`src/rtl/ex_stall_ctrl.sv`:
```
// ex_stall_ctrl: stall/flush controller for the six-stage pipeline.
// It sequences multi-cycle EX ops, merges ID load-use stalls into one
// per-stage stall vector, and turns MEM flush requests into a one-cycle flush.
//
// Ports:
//   clk, rst      clock; synchronous active-high reset
//   stallreq_id   load-use hazard from ID (level)
//   mc_start      EX holds a multi-cycle op; sampled only in IDLE
//   mc_len        extra EX cycles N for that op
//   flush_req     exception/redirect request from MEM (level)
//   stall[5:0]    per-stage hold: pc, if_id, id_ex/ID, EX, MEM, WB
//   flush         pipeline registers load NOPs this cycle
//   mc_busy       multi-cycle sequence running
//   mc_cnt        remaining count register (0 outside RUN)
//   mc_done       one-cycle pulse; EX result is final
//
// Optional feature macro: EX_STALL_CTRL_FLUSH_EN enables the FLUSH state and
// flush_req handling. Without it, flush_req is ignored and flush is 0.

module ex_stall_ctrl #(
  parameter int MC_CNT_W = 6
) (
  input  logic                clk,
  input  logic                rst,
  input  logic                stallreq_id,
  input  logic                mc_start,
  input  logic [MC_CNT_W-1:0] mc_len,
  input  logic                flush_req,
  output logic [5:0]          stall,
  output logic                flush,
  output logic                mc_busy,
  output logic [MC_CNT_W-1:0] mc_cnt,
  output logic                mc_done
);

`ifdef EX_STALL_CTRL_FLUSH_EN
  typedef enum logic [1:0] {IDLE = 2'd0, RUN = 2'd1, DONE = 2'd2, FLUSH = 2'd3} state_t;
`else
  typedef enum logic [1:0] {IDLE = 2'd0, RUN = 2'd1, DONE = 2'd2} state_t;
`endif

  localparam logic [5:0] STALL_MC = 6'b001111;  // hold pc..EX while EX iterates
  localparam logic [5:0] STALL_LU = 6'b000111;  // hold pc..ID for a load-use bubble

  state_t              state, state_nxt;
  logic [MC_CNT_W-1:0] cnt, cnt_nxt;
  logic [5:0]          stall_c;
  logic                flush_hit;

`ifdef EX_STALL_CTRL_FLUSH_EN
  assign flush_hit = flush_req;
`else
  logic unused_flush_req;
  assign unused_flush_req = flush_req;
  assign flush_hit        = 1'b0;
`endif

  // Next-state and Mealy stall decode. flush_req outranks the sequence,
  // which outranks the ID load-use request.
  always_comb begin
    state_nxt = state;
    cnt_nxt   = cnt;
    stall_c   = 6'b000000;
    case (state)
      IDLE: begin
        if (flush_hit) begin
`ifdef EX_STALL_CTRL_FLUSH_EN
          state_nxt = FLUSH;
`endif
          if (stallreq_id) stall_c = STALL_LU;
        end else if (mc_start && (mc_len != '0)) begin
          stall_c   = STALL_MC;
          cnt_nxt   = mc_len - 1'b1;
          // N==1 needs only this one stalled cycle, so skip RUN entirely
          state_nxt = (mc_len == MC_CNT_W'(1)) ? DONE : RUN;
        end else if (stallreq_id) begin
          stall_c = STALL_LU;
        end
      end
      RUN: begin
        stall_c = STALL_MC;
        if (flush_hit) begin
          cnt_nxt = '0;
`ifdef EX_STALL_CTRL_FLUSH_EN
          state_nxt = FLUSH;
`endif
        end else begin
          // Exit on cnt==1 so the decrement lands on 0 and never wraps
          cnt_nxt = cnt - 1'b1;
          if (cnt == MC_CNT_W'(1)) state_nxt = DONE;
        end
      end
      DONE: begin
        // EX result is captured this cycle; only the ID bubble may remain
        if (stallreq_id) stall_c = STALL_LU;
        cnt_nxt   = '0;
        state_nxt = IDLE;
`ifdef EX_STALL_CTRL_FLUSH_EN
        if (flush_hit) state_nxt = FLUSH;
`endif
      end
`ifdef EX_STALL_CTRL_FLUSH_EN
      FLUSH: begin
        cnt_nxt   = '0;
        state_nxt = flush_hit ? FLUSH : IDLE;
      end
`endif
      default: begin
        cnt_nxt   = '0;
        state_nxt = IDLE;
      end
    endcase
  end

  // State-only outputs are registered alongside the state they decode.
  always_ff @(posedge clk) begin
    if (rst) begin
      state   <= IDLE;
      cnt     <= '0;
      mc_busy <= 1'b0;
      mc_done <= 1'b0;
    end else begin
      state   <= state_nxt;
      cnt     <= cnt_nxt;
      mc_busy <= (state_nxt == RUN);
      mc_done <= (state_nxt == DONE);
    end
  end

`ifdef EX_STALL_CTRL_FLUSH_EN
  logic flush_r;
  always_ff @(posedge clk) begin
    if (rst) flush_r <= 1'b0;
    else     flush_r <= (state_nxt == FLUSH);
  end
  assign flush = flush_r;
`else
  assign flush = 1'b0;
`endif

  // No stall may leak out while reset is asserted.
  assign stall  = rst ? 6'b000000 : stall_c;
  assign mc_cnt = cnt;

endmodule

```
`config.mk`:
```
export PLATFORM = sky130hd
export DESIGN_NAME = ex_stall_ctrl
export DESIGN_NICKNAME = d
export VERILOG_FILES = /design/src/rtl/ex_stall_ctrl.sv
export SDC_FILE = /design/constraint.sdc
export NUM_CORES = 1
export LEC_CHECK = 0
export ABC_AREA = 0
export BUFFER_PORTS_ARGS = -buffer_cell sky130_fd_sc_hd__buf_2
export CORE_MARGIN = 2
export CORE_UTILIZATION = 40
export DETAILED_ROUTE_END_ITERATION = 6
export PLACE_DENSITY = 0.66
export SKIP_LAST_GASP = 1
export SYNTH_ARGS = -nofsm -noshare
export SYNTH_HDL_FRONTEND = slang
export SYNTH_SLANG_ARGS = --single-unit
```
`constraint.sdc`:
```
create_clock -name clk -period 1.33 [get_ports clk]
set_input_delay 0.0665 -clock clk [delete_from_list [all_inputs] [get_ports clk]]
set_output_delay 0.0665 -clock clk [all_outputs]
set_load 0.02 [all_outputs]
```
=== Yosys cells after proc, flatten, opt, wreduce, memory -nomap -nowiden ===
Cells that the tools add are included.

* Word-level logic and storage cells: 26
* Register bits after elaboration: 10
* Output and inout port bits: 15
* Bits of input ports: 11

* Reductions and logical operators: 3
* $add $sub $neg: 2
* Mux-type cells: 10
* Equality and inequality tests: 7

{| class="wikitable"
|+ Operators with widths
! cell !! count
|-
| $eq 6x1->1 const B || 2
|-
| $mux 6 || 2
|-
| $pmux 4 s3 || 1
|-
| $pmux 6 s2 || 1
|-
| $sub 6x1->6 const B || 2
|-
| $mux 2 || 3
|-
| $reduce_bool 6->1 || 1
|-
| $eq 2x1->1 const B || 2
|-
| $eq 2x2->1 const B || 2
|-
| $mux 4 || 1
|-
| $pmux 2 s2 || 1
|-
| $mux 3 || 1
|-
| $logic_not 2->1 || 1
|-
| $ne 2x2->1 const B || 1
|-
| $logic_and 1x1->1 || 1
|}

=== Logic depth before layout (Yosys ltp) ===
Gate-level depths: netlist of run 1.

* Depth in word-level cells: 5
* Mapped depth: 6
* Gate-level depth less buffers: 6

=== Worst setup path before layout of run 1 ===
No wires, ideal clock.

* Kind: register to output
* Start point: register state[1]
* End point: output stall[1]
* Data arrival time: 1776 ps
* Buffers on the path: 3
* Cell stages (with the launch flop): 6
* Setup slack: -513 ps
* Required time: 1263 ps
* Cells stage by stage: dfxtp_1 -> or2_2 -> clkbuf_1 -> clkbuf_1 -> o21ai_0 -> buf_4

* Longest elaborated chain between the ends: 3
* Elaborated cells on any way between the ends: 5
* Those cells by class: 2 x eq/ne; 2 x mux; 1 x reduce/logical

{| class="wikitable"
|+ RTL lines
! what !! RTL line !! text
|-
| start, declared || 45 || <nowiki>state_t state, state_nxt;</nowiki>
|-
| start signal, assigned || 123 || <nowiki>state <= state_nxt;</nowiki>
|-
| $eq 2x2->1 (tied with other cells) || 64 || <nowiki>case (state)</nowiki>
|-
| $pmux 4 s3 (*) || 64 ||
|-
| $mux 6 (*) || 142 || <nowiki>assign stall = rst ? 6'b000000 : stall_c;</nowiki>
|-
| end, declared || 29 || <nowiki>output logic [5:0] stall,</nowiki>
|}

Mark *: on every way between the ends. The rest lies on a longest branch, timed or not.

=== Worst setup path after layout of run 1 ===
* Start point: register state[1]
* End point: output stall[0]

Same word-level chain as after synthesis.

==> results.md, run 1 <==
- Status: finished clean
- Vias in the first global route: 740
- Synth Area in Compound Gates: 0.215
- Largest net degree at the start of global routing: 10
- Routed Antenna Nets: 0
- CTS clk-pin slew, worst paths: 0.06 ns
- Top-level port count: 26
- GR Util met2: 0.328
- Hold Path Class: in -> reg
- Finished Layout Cells: 148
- Pwr per Cell Area: 1050 mW/mm^2
- Clk root buf: clkbuf_4
- CP max FO: 4
- Final setup violation count: 0
- Worst hold start: mc_len[0]
- Net count reported at finish: 140
- GRT Residual Overflow: 0
- Number of enable flip-flop cells after synthesis: 0
- Die area: 0.00216 mm^2
- H-tree levels: 1
- Reg2reg setup slack: 0.08 ns
- Critical Path Start Type: register
- DP Cell Count: 141
- Combinational family with the most area after synthesis: simple AND/OR/NAND/NOR gates
- Final Hold Fails: 0
- Final Max Tran Viols: 0
- Gate count of the mapped netlist: 86
- Post-synthesis sequential area ratio: 0.277
- Synth Register Bits: 10
- Fin Setup TNS: 0 ns
- PortBufs: 21
- DR vias: 766
- Synth unique cells: 36
- Synth Area in Simple Gates: 0.247
- Core Area: 0.00171 mm^2
- Sequential Area: 205 um^2
- Clock Sinks: 10
- Post-synthesis xor/xnor area fraction: 0.0242
- Multiplexer share of the synthesized area: 0.0415
- Layout cells sized above 1: 0.463
- Area of the multi-input gates: 498 um^2
- DRC: 0
- Met3 usage in global routing: 0.0706
- FMAX: 0.759 GHz
- Clock Skew: 0.00359 ns
- Syn Std Cell Area: 723 um^2
- Hold_buf cts: 0
- Hold Path Cell Cnt: 4
- Main synth FF type: dfxtp_1
- Critical path's top delay family: flip-flops
- Worst-case reg-to-reg path depth: 5
- Ys async rst share: 0
- RR Startpoint: state[1]
- Yosys warns: 0
- Met1 usage: 0.258
- Synthesized area per cell: 8.41 um^2
- Max-cap viol count: 0
- Longest Clk Path Bufs: 2
- Worst EP required: 1.26 ns
- GR peak layer: met2
- Worst path max stage delay: 0.31 ns
- GRT Overall Usage: 0.202
- Filler cell count: 150
- Starting DRT DRC Count: 14
- Row count: 15
- Initial core utilization: 0.423
- Antenna cells: 0
- RSZ-0062 raised after global routing: yes
- Antenna violations before repair: 0
- Clk_lat worst skew: 0.26 ns
- Final Cycle Share: 0.990
- Placed Area: 943 um^2
- Die Ht: 46.5 um
- Peak supply drop: 0.000762 V
- Detailed-route wire length: 1.84 mm
- Arrival time worst endpoint: 1.25 ns
- Buf+Inv Stages, Crit Path: 2
- First-pass GRT wire length: 3.13 mm
- Die width: 46.5 um
- Slowest-stage cell, CP: dfxtp_1
- CTS tree: built
- Leak Pwr: 0.000495 uW
- Post-route cell area: 0.00106 mm^2
- Hold EP: mc_cnt[0]
- R2R Path End: mc_cnt[3]
- Vias/cell: 5.18
- Total power: 1110 uW
- TritonRoute pass-1 iters: 4
- Crit. End Element: output pin
- Final HPWL DP: 1.40 mm
- Layout area overhead: 46.5%
- Crit-path cells: or2_4, buf_8, o21ai_4, buf_6
- Avg WL per Cell: 12.5 um
- Inserted Clock Buffers: 3
- Synth Area in Adders: 0.0865
- Period minus WS final: 1.32 ns
- GPL Wtd Cong: 0.782
- Most frequent cells in the layout: 18 x buf_2, 18 x buf_4, 8 x dfxtp_1
- Crit Path Category: reg -> out
## synthesized netlist by cell type, types with 2 or more instances
master,count,share of area
a211oi_1,2,0.021
o21ai_0,4,0.028
nor3_1,3,0.021
buf_4,5,0.052
clkbuf_1,3,0.016
nand2_1,3,0.016
ha_1,5,0.087
nor3b_1,2,0.021
nand4b_1,2,0.024
nand3b_1,3,0.031
dfxtp_1,10,0.28
mux2i_1,3,0.042
a21oi_1,6,0.042
o21a_1,2,0.021
xor2_1,2,0.024
inv_1,4,0.021
nor4_1,2,0.017
or2_2,2,0.017
nor2_1,6,0.031
## worst min-delay path: cells and delay by family
kind / cells / cell delay, ns
AO/OA/AOI/OAI: 2 / 0.15
buffers and inverters: 2 / 0.20
## repair_timing
item | CTS | global route
buffers inserted | 3 | 0
pin swaps | 2 | 1
endpoints found under the setup margin | 4 | 7
endpoints found under the hold margin | 0 | 0
gates resized for setup | 11 | 6
## cells by family after synthesis
group,after synthesis
compound gates,23
simple gates,29
other cells,1
buf+inv,13
fa+ha+maj,5
flops,10
mux,3
xor+xnor,2
## state kept, by name, summed over array words and instances (netlist names)
| signal | count |
|---|---|
| mc_cnt | 6 |
| state | 2 |
| mc_busy | 1 |
| mc_done | 1 |
## report_power, final
part           switching, uW  internal (uW)
sequential              31.4            336
combinational            246            223
clock                    106            166
## stage by stage
step | hold slack, ns | setup WS, ns | utilization
2_1_floorplan | 0.263 | -0.0145 | -
3_3_place_gp | 0.416 | -0.0425 | 0.552
3_5_place_dp | 0.412 | -0.0635 | 0.552
4_1_cts | 0.195 | -0.000209 | 0.609
5_1_grt | 0.200 | -0.0164 | 0.621
6_report | 0.184 | 0.0130 | 0.621
## worst max-delay path by stage
stage          startpoint   endpoint  slack (ns)  depth (start not counted)
3_3_place_gp    mc_len[2]  mc_cnt[3]       -0.04                          5
2_1_floorplan    state[1]   stall[1]       -0.01                          5
3_5_place_dp    mc_len[0]  mc_cnt[3]       -0.06                          6
6_report         state[1]   stall[0]        0.01                          4
5_1_grt          state[0]   stall[0]       -0.02                          5
4_1_cts          state[1]   stall[0]     -0.0002                          4
## layout make-up
type / instances / share of cell area
well taps: 25 / 0.0295
clock buffers: 4 / 0.0342
multi-input cells: 65 / 0.470
flip-flops and latches: 10 / 0.194
inverters: 4 / 0.0142
repair buffers: 40 / 0.259
## layer usage
metal,share of wire,vias up
met5,0,-
met4,0.011,0
met3,0.053,4
met2,0.50,22
met1,0.44,362
li1,-,378
Note: power is estimated with default switching activity, not from simulation.
==> run 2, diff against run 1 <==
- CTS_BUF_LIST: unset -> sky130_fd_sc_hd__clkbuf_8
- REMOVE_ABC_BUFFERS: unset -> 1
==> results.md, run 2 (synthesis gave the netlist of run 1 again) <==
- Net count reported at finish: 139
- FMAX: 0.797 GHz
- Layout area overhead: 42.9%
- Clk pwr share: 0.321
- Layout cells sized above 1: 0.467
- Top-level port count: 26
- Antenna cells: 0
- Longest Clk Path Bufs: 2
- Starting DRT DRC Count: 13
- TritonRoute pass-1 iters: 5
- Pwr per Cell Area: 1150 mW/mm^2
- Hold Path Class: in -> reg
- PortBufs: 21
- Die area: 0.00216 mm^2
- Period minus WS final: 1.25 ns
- Comb power frac: 0.364
- Final Cycle Share: 0.943
- Antenna violations before repair: 0
- Final HPWL DP: 1.32 mm
- CP max FO: 10
- Vias/cell: 4.86
- Hold_buf cts: 0
- Number of flip-flops in the largest register: 6
- Psw: 386 uW
- Clock Sinks: 10
- Avg WL per Cell: 11.6 um
- Largest net degree at the start of global routing: 13
- Initial core utilization: 0.423
- Commonest non-fill, non-tap cell in the layout: buf_2
- CTS clk-pin slew, worst paths: 0.05 ns
- Core Area: 0.00171 mm^2
- Reg power frac: 0.315
- Routed Antenna Nets: 0
- Most frequent cells in the layout: 21 x buf_2, 18 x buf_4, 8 x dfxtp_1
- Clock Skew: 0.00619 ns
- Final Max Tran Viols: 0
- Peak supply drop: 0.000814 V
- H-tree levels: 1
- Filler cell count: 165
- Leak Pwr: 0.000486 uW
- Vias in the first global route: 645
- Clk_lat worst skew: 0.24 ns
- RSZ-0062 raised after global routing: no
- GRT Residual Overflow: 0
- Clk root buf: clkbuf_8
- Crit Path Category: reg -> out
- Critical Path Start Type: register
- Final setup violation count: 0
- Arrival time worst endpoint: 1.19 ns
- Int Pwr: 803 uW
- GPL Wtd Cong: 0.867
- Post-layout util: 0.605
- Crit. End Element: output pin
- Worst EP required: 1.26 ns
- Row count: 15
- Final Hold Fails: 0
- Detailed-route wire length: 1.70 mm
- CTS tree: built
- Die Ht: 46.5 um
- GRT Overall Usage: 0.175
- Min Hold Slack: 0.177 ns
- Status: finished clean
- Inserted Clock Buffers: 3
- DRC: 0
- DR vias: 715
- Sw Share: 0.325
- Max-cap viol count: 0
- First-pass GRT wire length: 2.64 mm
- Die width: 46.5 um
==> run 2: final timing paths <==
| check | startpoint | to | slack (ns) | depth (start not counted) |
|---|---|---|---|---|
| setup / recovery | state[1] | stall[1] | 0.08 | 3 |
| hold / removal | mc_len[0] | mc_cnt[0] | 0.18 | 3 |
| hold reg to reg | mc_cnt[5] | mc_cnt[5] | 0.56 | 2 |
| setup reg to reg | mc_cnt[4] | mc_cnt[5] | 0.10 | 4 |
==> run 2: per-layer routing <==
metal	track usage	vias up	share of wire	routed length [um]
met3	0.0745	0	0.051	86
li1	-	377	-	-
met2	0.297	15	0.49	834
met1	0.202	323	0.46	777
met4	0.0400	0	0	0
met5	0	-	0	0
==> run 2: critical path, stage by stage, from the launching register on <==
cell and delay [ns]:
dfxtp_1 0.31, or2_4 0.30, o21ai_2 0.16, buf_2 0.18
==> run 2: power groups by stage <==
| stage | combinational, uW | sequential (uW) | clock (uW) |
|---|---|---|---|
| floorplan | 188 | 418 | 0 |
| global placement | 402 | 373 | 0 |
| detailed placement | 407 | 374 | 0 |
| CTS | 414 | 368 | 392 |
| global route | 479 | 379 | 408 |
| finish | 433 | 374 | 382 |
==> run 2: per-stage QoR <==
stage / cell area, um^2 / power, uW / setup TNS, ns / worst slack [ns] / instances
floorplan: 671 / 606 / -2.31 / -0.759 / 79
finish: 1030 / 1190 / 0 / 0.0757 / 147
global placement: 935 / 775 / -0.146 / -0.0418 / 142
CTS: 996 / 1170 / 0 / 0.00458 / 146
detailed placement: 935 / 780 / -0.207 / -0.0422 / 142
global route: 1030 / 1270 / 0 / 0.000439 / 147
==> run 2: final cells by class <==
type,count,area (um^2),share of cell area
repair buffers,39,240,0.232
flip-flops and latches,10,203,0.196
clock buffers,4,55.1,0.0533
well taps,25,31.3,0.0303
multi-input cells,65,489,0.473
inverters,4,15.0,0.0145
==> run 2: repair_timing <==
| action | 4_1_cts | 5_1_grt |
|---|---|---|
| pin swaps | 0 | 1 |
| endpoints found under the hold margin | 0 | 0 |
| gates resized for setup | 3 | 9 |
| setup endpoints to repair | 3 | 9 |
| setup buffers | 0 | 1 |
